`config.mk`:
```
export PLATFORM = sky130hd
export DESIGN_NAME = fifo_stream_reader
export DESIGN_NICKNAME = d
export VERILOG_FILES = /design/src/rtl/fifo_stream_reader.sv
export SDC_FILE = /design/constraint.sdc
export NUM_CORES = 1
export LEC_CHECK = 0
export ABC_AREA = 1
export CORE_MARGIN = 5
export CORE_UTILIZATION = 50
export CTS_CLUSTER_DIAMETER = 100
export DETAILED_ROUTE_END_ITERATION = 12
export GPL_ROUTABILITY_DRIVEN = 1
export HOLD_SLACK_MARGIN = 0.05
export MAX_ROUTING_LAYER = met4
export PLACE_DENSITY = 0.72
export SLEW_MARGIN = 25
export SYNTH_ARGS = -nofsm -noshare
export SYNTH_HDL_FRONTEND = slang
export SYNTH_SLANG_ARGS = --single-unit
```
`constraint.sdc`:
```
create_clock -name clk -period 5.8 [get_ports clk]
set_input_delay 0.58 -clock clk [delete_from_list [all_inputs] [get_ports clk]]
set_output_delay 0.58 -clock clk [all_outputs]
set_load 0.01 [all_outputs]
```
`src/rtl/fifo_stream_reader.sv`:
```
`default_nettype none
// ============================================================================
// Module      : fifo_stream_reader
// Description : Drains a programmed number of words from a registered-output
//               FIFO and presents them as a valid/ready stream with last/done.
// Revision    : 1.0 - initial release
// ============================================================================
module fifo_stream_reader #(
  parameter int DATA_WIDTH = 8,
  parameter int MAX_BURST  = 255,
  parameter int LEN_W      = $clog2(MAX_BURST + 1)
) (
  input  logic                  clk,
  input  logic                  rst_n,
  input  logic                  start,
  input  logic [LEN_W-1:0]      burst_len,
  output logic                  busy,
  output logic                  done,
  input  logic                  fifo_empty,
  output logic                  fifo_rden,
  input  logic [DATA_WIDTH-1:0] fifo_rdata,
  output logic                  out_valid,
  input  logic                  out_ready,
  output logic [DATA_WIDTH-1:0] out_data,
  output logic                  out_last
);

  localparam logic [1:0]       c_IDLE    = 2'd0;
  localparam logic [1:0]       c_RUN     = 2'd1;
  localparam logic [1:0]       c_DRAIN   = 2'd2;
  localparam logic [LEN_W-1:0] c_LEN_ONE = {{(LEN_W-1){1'b0}}, 1'b1};

  logic [1:0]            r_state;
  logic [LEN_W-1:0]      r_len;
  logic [LEN_W-1:0]      r_issued;
  logic [LEN_W-1:0]      r_delivered;
  logic                  r_inflight;
  logic                  r_done;
  logic [1:0]            r_occ;
  logic [DATA_WIDTH-1:0] r_head;
  logic [DATA_WIDTH-1:0] r_skid;

  logic       w_pop;
  logic       w_rden;
  logic       w_room;
  logic       w_last_hs;
  logic [2:0] w_fill;

  // Words issued but not yet popped (buffered + in flight) may never exceed 2.
  assign w_pop     = out_valid & out_ready;
  assign w_fill    = {1'b0, r_occ} + {2'b00, r_inflight} + 3'd1;
  assign w_room    = (w_fill <= (3'd2 + {2'b00, w_pop}));
  assign w_rden    = (r_state == c_RUN) & ~fifo_empty & (r_issued < r_len) & w_room;
  assign w_last_hs = w_pop & out_last;

  assign fifo_rden = w_rden;
  assign busy      = (r_state != c_IDLE);
  assign done      = r_done;
  assign out_valid = (r_occ != 2'd0);
  assign out_data  = r_head;
  assign out_last  = out_valid & (r_delivered == (r_len - c_LEN_ONE));

  always_ff @(posedge clk or negedge rst_n) begin
    if (!rst_n) begin
      r_state     <= c_IDLE;
      r_len       <= '0;
      r_issued    <= '0;
      r_delivered <= '0;
      r_done      <= 1'b0;
    end else begin
      r_done <= 1'b0;
      if (w_rden) r_issued <= r_issued + c_LEN_ONE;
      if (w_pop)  r_delivered <= r_delivered + c_LEN_ONE;
      case (r_state)
        c_IDLE: begin
          if (start) begin
            if (burst_len == '0) begin
              r_done <= 1'b1;
            end else begin
              r_len       <= burst_len;
              r_issued    <= '0;
              r_delivered <= '0;
              r_state     <= c_RUN;
            end
          end
        end
        c_RUN: begin
          if (w_rden && ((r_issued + c_LEN_ONE) == r_len)) r_state <= c_DRAIN;
        end
        c_DRAIN: begin
          if (w_last_hs) begin
            r_state <= c_IDLE;
            r_done  <= 1'b1;
          end
        end
        default: r_state <= c_IDLE;
      endcase
    end
  end

  // Head register feeds out_data directly so it holds once the buffer empties.
  always_ff @(posedge clk or negedge rst_n) begin
    if (!rst_n) begin
      r_inflight <= 1'b0;
      r_occ      <= 2'd0;
      r_head     <= '0;
      r_skid     <= '0;
    end else begin
      r_inflight <= w_rden;
      case ({r_inflight, w_pop})
        2'b10: begin
          if (r_occ == 2'd0) r_head <= fifo_rdata;
          else               r_skid <= fifo_rdata;
          r_occ <= r_occ + 2'd1;
        end
        2'b01: begin
          if (r_occ == 2'd2) r_head <= r_skid;
          r_occ <= r_occ - 2'd1;
        end
        2'b11: begin
          if (r_occ == 2'd1) begin
            r_head <= fifo_rdata;
          end else begin
            r_head <= r_skid;
            r_skid <= fifo_rdata;
          end
        end
        default: ;
      endcase
    end
  end

endmodule
`default_nettype wire

```
==> key figures, run 1 <==
Setup path
  – Crit start category: input pin
  – CP max stage cell: clkdlybuf4s50_1
  – Buf/Inv on CP: 5
  – Slowest stage delay, CP: 0.62 ns
  – Crit path max-delay family: buffers and inverters
  – CP Cell Sequence: clkdlybuf4s50_1 > inv_1 > nor2_4 > ha_1 > inv_1 > a31oi_1 > inv_1 > nor2_2 > clkdlybuf4s50_1
  – Kind of critical path: input pin to primary output
  – WP data required: ~5.2 ns
  – Element type at the critical path end: primary output
  – Worst-path fanout max: 11
  – CP arrival: 2.82 ns
  – Most common cell type on the critical path: inv_1

Synthesis
  – Largest family of logic cells by synthesized area: simple AND/OR/NAND/NOR gates
  – Synth Area in Compound Gates: 0.1258
  – Synth Area per Inst: 7.552 sq um
  – Synthesized instance count: a little under 400
  – Proportion of synthesized chip area in sequential cells: 0.3898
  – Post-synthesis mux area share: 0.03051
  – Ys Warns: 0
  – Post-synthesis net count: around 430
  – Syn Std Cell Area: ~3000 sq um
  – Cell variety after synth: 31
  – Simple-gate share of the synthesized area: 0.2483
  – Seq cells post-synth: 46
  – Adder-cell share of the synthesized area: 0.08898
  – XOR/XNOR share of the synthesized area: 0.03136

Floorplanning
  – Die width: 86.85 um
  – Die Area: approximately 7500 sq um
  – Die height: 86.85 um
  – IO Pins: 34
  – Row count: 28
  – Initial Util: 0.5077
  – Core area: 5816 sq um

STA
  – Clock skew: ~0.0050 ns
  – RSZ-0062 raised after global routing: no
  – Fin Setup TNS: 0 ns
  – Period utilization: 0.5855
  – Max frequency: around 0.29 GHz
  – Slew @ Worst Pin: 0.9098 ns
  – Slew Limit Fails: 0
  – Final Setup Violations: 0
  – Min Tclk post-route: 3.396 ns
  – Rel. slew slack: 0.3894
  – Fin Hold WS: 0.2348 ns
  – Final hold violation count: 0

Cells and area
  – Most frequent cells in the layout: 86 x nand2_1, 58 x inv_1, 46 x o21ai_0, 46 x dfrtp_1, 44 x nor2_1
  – Final non-filler cell total: between 500 and 600
  – Area delta synth->final: 18.05%
  – N_diodes: 0
  – Commonest non-fill, non-tap cell in the layout: nand2_1
  – Fill cells: about 560
  – Nets@finish: 469
  – Layout cells sized above 1: 0.07260

Clock tree
  – Postcts setup bufs: 0
  – Hold-fix buffers, CTS: 0
  – CTS tree: done
  – Num CTS Buffers: 5
  – Clk sinks: 46
  – Worst-skew pair later-pin latency: 0.30 ns
  – Root Buffer: clkbuf_8
  – Max clock buf depth: 2
  – Clock transition at the registers of the reported paths: roughly 0.08 ns
  – CTS resizes: 0
  – H-Tree Level Count: 2

Routing
  – Final WL: approximately 6600 um
  – First-iteration detailed-routing DRC count: 132
  – DR vias/cell: 5.167
  – Routed len/inst: 13.08 um
  – Drt first pass iters: 4
  – DRC Markers: 0
  – Vias: about 2600
  – Antenna-violating nets left: 0

Global routing
  – Largest net degree at the start of global routing: 31
  – Total GRT Usage: 0.1969
  – GR Overflow Total: 0
  – Vias in the first global route: 2546
  – Initial antenna violation count: 0
  – First-pass GRT wire length: about 11000 um

Place
  – DP HPWL: between 5000 and 6000 um
  – Port-buffer cells: 33
  – Final Wtd Congestion: 0.8521
  – Dpl cells: 495

Outcome
  – Status: completed

Pwr
  – Leak: 1.769 nW
  – PD cells: about 530 nW/um^2
  – Max IR drop VDD: between 0.2 and 0.3 mV

Job
  – Max-Cap Viols: 0

Min path
  – Worst hold-check path type: input pin to asynchronous set/reset pin
through the flow:
stage / setup WS [ns] / total power, W / instance area, sq um / utilization
2_1_floorplan: 3.643 / 0.001311 / 2953 / -
3_3_place_gp: 2.468 / 0.001561 / 3353 / 0.5766
3_5_place_dp: 2.399 / 0.001599 / 3373 / 0.5800
4_1_cts: 2.408 / 0.001854 / 3486 / 0.5994
5_1_grt: 2.238 / 0.002044 / 3486 / 0.5994
6_report: 2.404 / 0.001844 / 3486 / 0.5994
registers in the layout, summed over array words and instances, names as in the netlist:
| name | count |
|---|---|
| out_data | 8 |
| r_inflight | 1 |
| r_state | 2 |
| r_delivered | 8 |
| r_issued | 8 |
| r_occ | 2 |
| r_skid | 8 |
| r_len | 8 |
| done | 1 |
area by class of cell:
| type | instances | area [sq um] | share of cell area |
|---|---|---|---|
| Multi-Input combinational cell | 279 | 1550 | 0.4447 |
| Tap cell | 75 | 93.84 | 0.02692 |
| Sequential cell | 46 | 1151 | 0.3302 |
| Clock inverter | 1 | 30.03 | 0.008615 |
| Timing Repair Buffer | 35 | 352.8 | 0.1012 |
| Clock buffer | 6 | 82.58 | 0.02369 |
| Inverter | 60 | 225.2 | 0.06461 |
path summary, 6_finish.rpt:
kind	start	to	slack, ns	depth (start not counted)
max	out_ready	fifo_rden	2.40	9
min	rst_n	out_data[0]	0.23	1
max reg2reg	r_occ[0]	out_data[7]	3.31	7
min reg2reg	r_skid[5]	r_skid[5]	0.49	2
max in group asynchronous	rst_n	r_skid[5]	5.07	2
min in group clk	r_skid[5]	r_skid[5]	0.49	2
cell families (layout without fill, tap and decap cells):
kind of cell               count (synthesis)  after routing
xor gates and xnor gates                   9              9
DFF                                       46             46
AOI/OAI and AO/OA                         69             69
and+or+nand+nor                          172            172
muxes                                      8              8
adders and majority gates                 21             21
buffers and inverters                     66            102
synthesized netlist by cell type, drive strengths merged:
cell / n / area (sq um)
a31oi: 1 / 6.260
xnor3: 1 / 22.52
o21a: 1 / 7.510
nand3: 23 / 115.1
nand3b: 1 / 7.510
o21bai: 3 / 30.03
or2: 1 / 6.260
buf: 3 / 13.76
dfrtp: 46 / 1151
nor2: 48 / 205.2
nor4: 1 / 6.260
mux2: 8 / 90.09
xnor2: 3 / 26.28
inv: 60 / 225.2
nand2: 88 / 335.3
clkbuf: 3 / 12.51
xor2: 5 / 43.79
nand4: 6 / 37.54
a21oi: 14 / 70.07
o21ai: 50 / 257.8
nor3: 4 / 20.02
ha: 21 / 262.8
metal layers:
layer	up-vias	share of wire	wire length, um	track usage
met5	-	0	0	-
met4	0	0.020	129	0.06799
met3	12	0.041	270	0.03595
met2	53	0.47	3117	0.3230
met1	1208	0.46	3050	0.2440
li1	1321	-	-	-
power by group:
part | leakage [nW] | internal, W | switching [W]
combinational | 1.15 | 0.000432 | 0.000556
clock | 0.0573 | 0.000138 | 0.000110
sequential | 0.565 | 0.000463 | 0.000145
total | 1.77 | 0.00103 | 0.000811
No activity file was read; power rests on OpenSTA's default activity.
==> run 2: changes to the inputs <==
--- a/config.mk
+++ b/config.mk
@@ -13,7 +13,7 @@
 export GPL_ROUTABILITY_DRIVEN = 1
 export HOLD_SLACK_MARGIN = 0.05
 export MAX_ROUTING_LAYER = met4
-export PLACE_DENSITY = 0.72
+export PLACE_DENSITY = 0.75
 export SLEW_MARGIN = 25
 export SYNTH_ARGS = -nofsm -noshare
 export SYNTH_HDL_FRONTEND = slang
==> constraint.sdc (replaced) <==
create_clock -name clk -period 3.1 [get_ports clk]
set_input_delay 0.31 -clock clk [delete_from_list [all_inputs] [get_ports clk]]
set_output_delay 0.31 -clock clk [all_outputs]
set_load 0.01 [all_outputs]
==> run 2 against run 1 <==
Compared with the run above:
- cell count is 0.60% higher
- power is 84% higher
- via count is 1.2% higher
- critical path depth stayed put
- die area stayed put
==> key figures, run 2 (same netlist as run 1, synthesis figures left out) <==
Global routing
  – Initial antenna violation count: 0 (unchanged)
  – Met3 usage: 0.03122 (was 0.03595)
  – Met1 Resource Use GR: 0.2506 (was 0.2440)
  – Gr busiest metal: met2 (unchanged)
  – Total GRT Usage: 0.1916 (was 0.1969)
  – Vias in the first global route: 2489 (was 2546)
  – Met2 usage: 0.3071 (was 0.3230)
  – GR Overflow Total: 0 (unchanged)
  – First-pass GRT wire length: 11150 um (was 11460 um)
  – Largest net degree at the start of global routing: 32 (was 31)

STA
  – Rel. slew slack: 0.3835 (was 0.3894)
  – Clock skew: 0.007018 ns (was 0.004955 ns)
  – PnR worst setup slack: 0.3555 ns (was 2.404 ns)
  – Slew Limit Fails: 0 (unchanged)
  – RSZ-0062 raised after global routing: no (unchanged)
  – Period utilization: 0.8853
  – Fin Setup TNS: 0 ns (unchanged)
  – Final Setup Violations: 0 (unchanged)
  – Min Tclk post-route: 2.745 ns
  – Slew @ Worst Pin: 0.9186 ns (was 0.9098 ns)
  – Final hold violation count: 0 (unchanged)
  – Max frequency: 0.3644 GHz

Routing
  – First-iteration detailed-routing DRC count: 90 (was 132)
  – DR vias/cell: 5.198 (was 5.167)
  – Routed len/inst: 12.72 um (was 13.08 um)
  – Drt first pass iters: 4 (unchanged)
  – Vias: 2625 (was 2594)
  – Antenna-violating nets left: 0 (unchanged)
  – Final WL: 6426 um (was 6568 um)
  – DRC Markers: 0 (unchanged)

Pwr
  – Max IR drop VDD: 0.4348 mV (was 0.2639 mV)
  – Power Total: 0.003388 W (was 0.001844 W)
  – Leak: 1.771 nW (was 1.769 nW)
  – PD cells: 972.9 nW/um^2 (was 529.0 nW/um^2)

Cells and area
  – Most frequent cells in the layout: 86 x nand2_1, 58 x inv_1, 46 x o21ai_0, 46 x dfrtp_1, 44 x nor2_1 (unchanged)
  – Final Instance Area: 3482 sq um (was 3486 sq um)
  – Fill cells: 561 (was 559)
  – Layout cells sized above 1: 0.07674 (was 0.07260)
  – Final core utilization: 0.5988 (was 0.5994)
  – Area delta synth->final: 17.92% (was 18.05%)
  – Nets@finish: 471 (was 469)
  – Commonest non-fill, non-tap cell in the layout: nand2_1 (unchanged)
  – N_diodes: 0 (unchanged)

Floorplanning
  – Die height: 86.85 um (unchanged)
  – Die width: 86.85 um (unchanged)
  – Core area: 5816 sq um (unchanged)
  – Row count: 28 (unchanged)
  – Initial Util: 0.5077 (unchanged)
  – Die Area: 7543 sq um (unchanged)
  – IO Pins: 34 (unchanged)

Clock tree
  – Max clock buf depth: 2 (unchanged)
  – Clk sinks: 46 (unchanged)
  – Worst-skew pair later-pin latency: 0.31 ns (was 0.30 ns)
  – Clock transition at the registers of the reported paths: 0.10 ns (was 0.08 ns)
  – Root Buffer: clkbuf_8 (unchanged)
  – CTS tree: done (unchanged)
  – Num CTS Buffers: 5 (unchanged)
  – H-Tree Level Count: 2 (unchanged)
  – Postcts setup bufs: 0 (unchanged)

Place
  – Place WS: 0.6143 ns (was 2.399 ns)
  – DP HPWL: 4918 um (was 5073 um)
  – Final Wtd Congestion: 0.8696 (was 0.8521)
  – Port-buffer cells: 33 (unchanged)
  – Cell Area, Placed: 3381 sq um (was 3373 sq um)

Setup path
  – Element type at the critical path end: primary output (unchanged)
  – CP arrival: 2.43 ns (was 2.82 ns)
  – Worst-path fanout max: 9 (was 11)
  – WP data required: 2.79 ns (was 5.22 ns)
  – Kind of critical path: register to primary output (was input pin to primary output)
  – Crit start category: register (was input pin)

Min path
  – Worst hold-check path type: input pin to asynchronous set/reset pin (unchanged)

Job
  – Max-Cap Viols: 0 (unchanged)

Outcome
  – Status: completed (unchanged)
## run 2: power breakdown
group / leakage, nW / switching [W] / internal [W]
logic: 1.16 / 0.00104 / 0.000814
registers: 0.565 / 0.000272 / 0.000865
clock network: 0.0489 / 0.000232 / 0.000164
total: 1.77 / 0.00155 / 0.00184
## run 2: final timing paths
path / to / slack (ns) / depth (start not counted) / start
max in group asynchronous: r_delivered[3] / 2.14 / 3 / rst_n
max: fifo_rden / 0.36 / 9 / r_occ[0]
max reg2reg: out_data[2] / 0.69 / 7 / r_occ[0]
min in group clk: r_skid[4] / 0.49 / 2 / r_skid[4]
min: out_data[1] / 0.46 / 2 / rst_n
min reg2reg: r_skid[4] / 0.49 / 2 / r_skid[4]
## run 2: final cells by class
type                            instances  area [sq um]  area share
Multi-Input combinational cell        279          1550      0.4452
Sequential cell                        46          1151      0.3306
Timing Repair Buffer                   37         370.4      0.1064
Inverter                               60         225.2     0.06468
Tap cell                               75         93.84     0.02695
Clock buffer                            5         68.82     0.01976
Clock inverter                          3         22.52    0.006468
## run 2: stage by stage
step | hold slack (ns) | cells
after global routing | 0.4845 | 505
after detailed placement | 0.2756 | 496
after CTS | 0.4669 | 505
final | 0.4552 | 505
after floorplan | 0.01441 | 391
after global placement | 0.4646 | 495
## run 2: metal layers
| metal | vias to the layer above | wire length [um] | share of wire |
|---|---|---|---|
| met5 | - | 0 | 0 |
| met3 | 9 | 343 | 0.053 |
| met1 | 1228 | 2948 | 0.46 |
| met2 | 60 | 3036 | 0.47 |
| met4 | 0 | 97 | 0.015 |
| li1 | 1328 | - | - |
## run 2: timing repair
item,in CTS,in global routing
endpoints found under the setup margin,0,0
hold buffers,1,0
endpoints found under the hold margin,15,0
resized for setup,0,0
## run 2: worst max-delay path, stage by stage, from the launching register on
cell	delay [ns]
dfrtp_1	0.41
inv_1	0.10
ha_1	0.24
nor2_4	0.23
ha_1	0.18
inv_1	0.04
a31oi_1	0.20
inv_1	0.07
nor2_2	0.12
clkdlybuf4s50_1	0.54
==> edit 1 (config.mk and constraints of run 1) <==
Reset style: synchronous (`rst_n`), changed in 2 clocked blocks.
--- a/src/rtl/fifo_stream_reader.sv
+++ b/src/rtl/fifo_stream_reader.sv
@@ -60,7 +60,7 @@
   assign out_data  = r_head;
   assign out_last  = out_valid & (r_delivered == (r_len - c_LEN_ONE));
 
-  always_ff @(posedge clk or negedge rst_n) begin
+  always_ff @(posedge clk) begin
     if (!rst_n) begin
       r_state     <= c_IDLE;
       r_len       <= '0;
@@ -99,7 +99,7 @@
   end
 
   // Head register feeds out_data directly so it holds once the buffer empties.
-  always_ff @(posedge clk or negedge rst_n) begin
+  always_ff @(posedge clk) begin
     if (!rst_n) begin
       r_inflight <= 1'b0;
       r_occ      <= 2'd0;
Check against the original RTL: differs if rst_n is asserted again (counterexample within 4 cycles, from zero or initial values and one cycle with rst_n low); with rst_n held inactive, the same outputs for 10 cycles.
==> edit 1 against run 1 <==
  * Routed wire length down 1.1%
  * Sequential cell count unchanged
  * Register-to-register slack got worse by 0.15 ns
  * Critical path type unchanged
  * Clock skew decreased by 0.0019 ns
  * Synthesized area fell by 5.9%
  * Design area is 6.9% lower
  * Setup slack lost 0.14 ns
Power is not compared: it rests on default switching activity, and its combinational part moved more than twofold at a synthesized area within 25%.
==> edit 1: results <==
metrics = {
    "status": {
        "run_status": "completed",
    },
    "grt": {
        "grtUsageTotal_pct": 19.3,
        "met1_usage_pct": 23.2,
        "antenna_found_initial": 0,
        "grt_max_degree": 29,
        "grt_use_met2_pct": 31.3,
        "met3_usage_pct": 4.81,
        "grt_pass1_vias": 2372,
        "grt_pass1_wl_um": 10900,
    },
    "setup_path": {
        "rr_endpoint": "r_issued[6]",
        "r2r_setup_slack_ns": 3.16,
        "max_stage_delay_ns": 0.67,
        "critPathCaptureType": "output pin",
        "crit_path_max_fanout": 13,
        "worstPathArrival_ns": 2.95,
        "r2r-start": "r_occ[1]",
        "cp-startpoint": "out_ready",
        "r2r.worst_path.cells": 13,
    },
    "timing": {
        "slew_headroom_pct": 36.5,
        "min_period_over_period_pct": 60.9,
        "fin_skew_ns": 0.00306,
        "holdWs_ns": 0.466,
    },
    "drt": {
        "wl_met1_um": 3080,
        "first_iter_violations": 154,
        "wl_met2_um": 3030,
        "wl_met3_um": 273,
        "vias_per_cell": 5.14,
        "drt-total-wl_um": 6490,
        "num_vias": 2556,
    },
    "layout": {
        "nFillCells": 524,
        "regArea_um2": 921,
        "syn_to_final_growth_pct": 16.7,
        "clock_area_share_pct": 2.93,
        "nNetsFinal": 466,
        "n_all_inverters": 62,
        "multi_input_area_um2": 1580,
        "buffer_area_share_pct": 10.2,
        "multi_input_area_share_pct": 48.6,
        "drive_gt1_share_pct": 6.12,
        "signal_buffers": 33,
        "antenna_cells": 0,
        "comb.multi_input.count": 276,
    },
    "synthesis": {
        "yosysSeqAreaShare_pct": 33.1,
        "syn_nets": 435,
        "yosys-top-cells-count": "64 x nand2_1, 57 x inv_1, 46 x dfxtp_1",
        "ys_types": 31,
        "async_reset_ff_share_pct": 0,
        "syn_avg_cell_area_um2": 7.07,
        "synth_area_leaders": "dfxtp_1 33%, ha_1 9.5%, nand2_1 8.6%",
    },
    "place": {
        "placed_cells": 489,
        "gp_congestion": 0.865,
        "place_area_um2": 3150,
        "place_hpwl_um": 4930,
    },
    "power_and_ir_drop": {
        "p_leak_nw": 1.42,
    },
    "clock_network": {
        "clkSinkCount": 46,
        "post-cts-setup-buffers": 0,
    },
    "hold_path": {
        "hold_end": "r_skid[0]",
        "hold_class": "flop to flop",
    },
}
==> edit 1: cell count changes after synthesis, sizes merged, moves of 3 or more <==
| cell | delta |
|---|---|
| o21ai | -12 |
| o21a | +7 |
| dfxtp | +46 |
| a21oi | +27 |
| mux2 | -8 |
| dfrtp | -46 |
| nor2 | -10 |
| nand4 | -3 |
| o21bai | +3 |
| nand3 | +6 |
| nand2 | -21 |
| buf | +3 |
==> edit 1: cell families (layout without fill, tap and decap cells) <==
| family | after synthesis | in the layout | share of synthesized area (%) |
|---|---|---|---|
| XOR/XNOR | 9 | 9 | 2.84 |
| AO/OA/AOI/OAI | 101 | 101 | 20.7 |
| flip-flops | 46 | 46 | 33.1 |
| adder cells (fa/ha/maj) | 21 | 21 | 9.46 |
| AND/OR/NAND/NOR | 145 | 145 | 23.7 |
| buffers and inverters | 71 | 103 | 10.2 |
==> edit 2 (settings of run 1) <==
Without the edit above. The parameter `MAX_BURST` goes from 255 to 510.
--- a/src/rtl/fifo_stream_reader.sv
+++ b/src/rtl/fifo_stream_reader.sv
@@ -7,7 +7,7 @@
 // ============================================================================
 module fifo_stream_reader #(
   parameter int DATA_WIDTH = 8,
-  parameter int MAX_BURST  = 255,
+  parameter int MAX_BURST  = 510,
   parameter int LEN_W      = $clog2(MAX_BURST + 1)
 ) (
   input  logic                  clk,
Interface: changed (resized burst_len); port bits go from 34 to 35. No check against the original RTL was run, so the function may have changed too.
==> edit 2 against run 1 <==
  * Design area is 7.0% higher
  * Fmax is 1.9% lower
  * Total power is 8.3% higher
  * Sequential cell count is 3 higher
  * Count of clock-buffer cells in the layout is 1 lower
  * Largest cell class unchanged
  * Routed wire length is 9.6% higher
  * Setup slack worse by 0.065 ns
  * Synthesized area is 9.9% higher
==> edit 2: results <==
metrics = {
    "drt": {
        "first_iter_violations": 128,
    },
    "synthesis": {
        "ys_ff_latch": 49,
        "yosysSeqAreaShare_pct": 37.8,
        "synthAdderAreaFrac_pct": 8.48,
        "synth_area_leaders": "dfrtp_1 38%, nand2_1 11%, ha_1 8.5%",
        "synth-compound-area-share_pct": 10.4,
        "syn_nets": 462,
        "yosys-top-cells-count": "94 x nand2_1, 59 x inv_1, 49 x dfrtp_1",
        "synth-xor-area-share_pct": 3.93,
    },
    "place": {
        "preCtsSetupSlack_ns": 2.39,
        "io_buffers": 34,
        "gp_congestion": 0.911,
        "place_hpwl_um": 5490,
    },
    "timing": {
        "fin_skew_ns": 0.00739,
        "slew_headroom_pct": 57.9,
    },
    "setup_path": {
        "worstPathArrival_ns": 2.88,
    },
    "power_and_ir_drop": {
        "p_seq_mw": 0.666,
        "peakVddDrop_mv": 0.222,
        "p_clk_mw": 0.240,
        "p_leak_nw": 1.88,
        "power_frac_seq_pct": 33.4,
    },
    "layout": {
        "nFillCells": 584,
        "drive_gt1_share_pct": 10.4,
        "regArea_um2": 1230,
        "clock_area_share_pct": 2.79,
        "comb.multi_input.count": 293,
        "nClkBuffers": 5,
        "multi_input_area_share_pct": 45.7,
    },
    "grt": {
        "grt_max_degree": 50,
        "grtUsageTotal_pct": 18.4,
    },
    "status": {
        "run_status": "completed",
    },
}
==> edit 2: cell types whose count changed in the layout (fill, tap and decap cells not counted), sizes merged, moves of 6 or more <==
| cell | run 1 | this run |
|---|---|---|
| nor2 | 48 | 37 |
| nand3 | 23 | 32 |
| nand2 | 88 | 99 |
| inv | 60 | 66 |
==> edit 2: metrics by stage <==
step | area, um2 | std cells | utilization (%) | hold slack, ns
2_1_floorplan | 3240 | 418 | - | 0.284
3_3_place_gp | 3620 | 522 | 57.4 | 0.461
3_5_place_dp | 3620 | 522 | 57.4 | 0.472
4_1_cts | 3730 | 529 | 59.1 | 0.407
5_1_grt | 3730 | 529 | 59.1 | 0.438
6_report | 3730 | 529 | 59.1 | 0.384
==> edit 2: per-layer routing <==
layer,global-route usage [%],share of wire (%)
met4,5.09,1.6
met3,2.92,2.7
met1,23.5,47
met5,-,0
met2,30.2,48
==> edit 2: worst paths after layout <==
check | from | depth (start not counted) | slack [ns] | to
worst max register to register | r_occ[0] | 12 | 3.43 | r_issued[4]
worst min-delay path | rst_n | 2 | 0.38 | r_delivered[3]
min in group clk | r_skid[3] | 2 | 0.49 | r_skid[3]
max in group asynchronous | rst_n | 2 | 5.00 | r_issued[2]
worst min register to register | r_skid[3] | 2 | 0.49 | r_skid[3]
worst max-delay path | r_occ[0] | 11 | 2.34 | fifo_rden
==> edit 2: worst reg2reg max path, stage by stage (launching register included) <==
cell and delay [ns]:
dfrtp_1 0.42, inv_1 0.12, ha_1 0.21, inv_2 0.07, nand2_4 0.11, clkinv_2 0.15, ha_1 0.32, nor3b_1 0.25
nor3b_2 0.09, nand2_2 0.14, inv_2 0.14, o21ai_0 0.18, a21oi_1 0.05
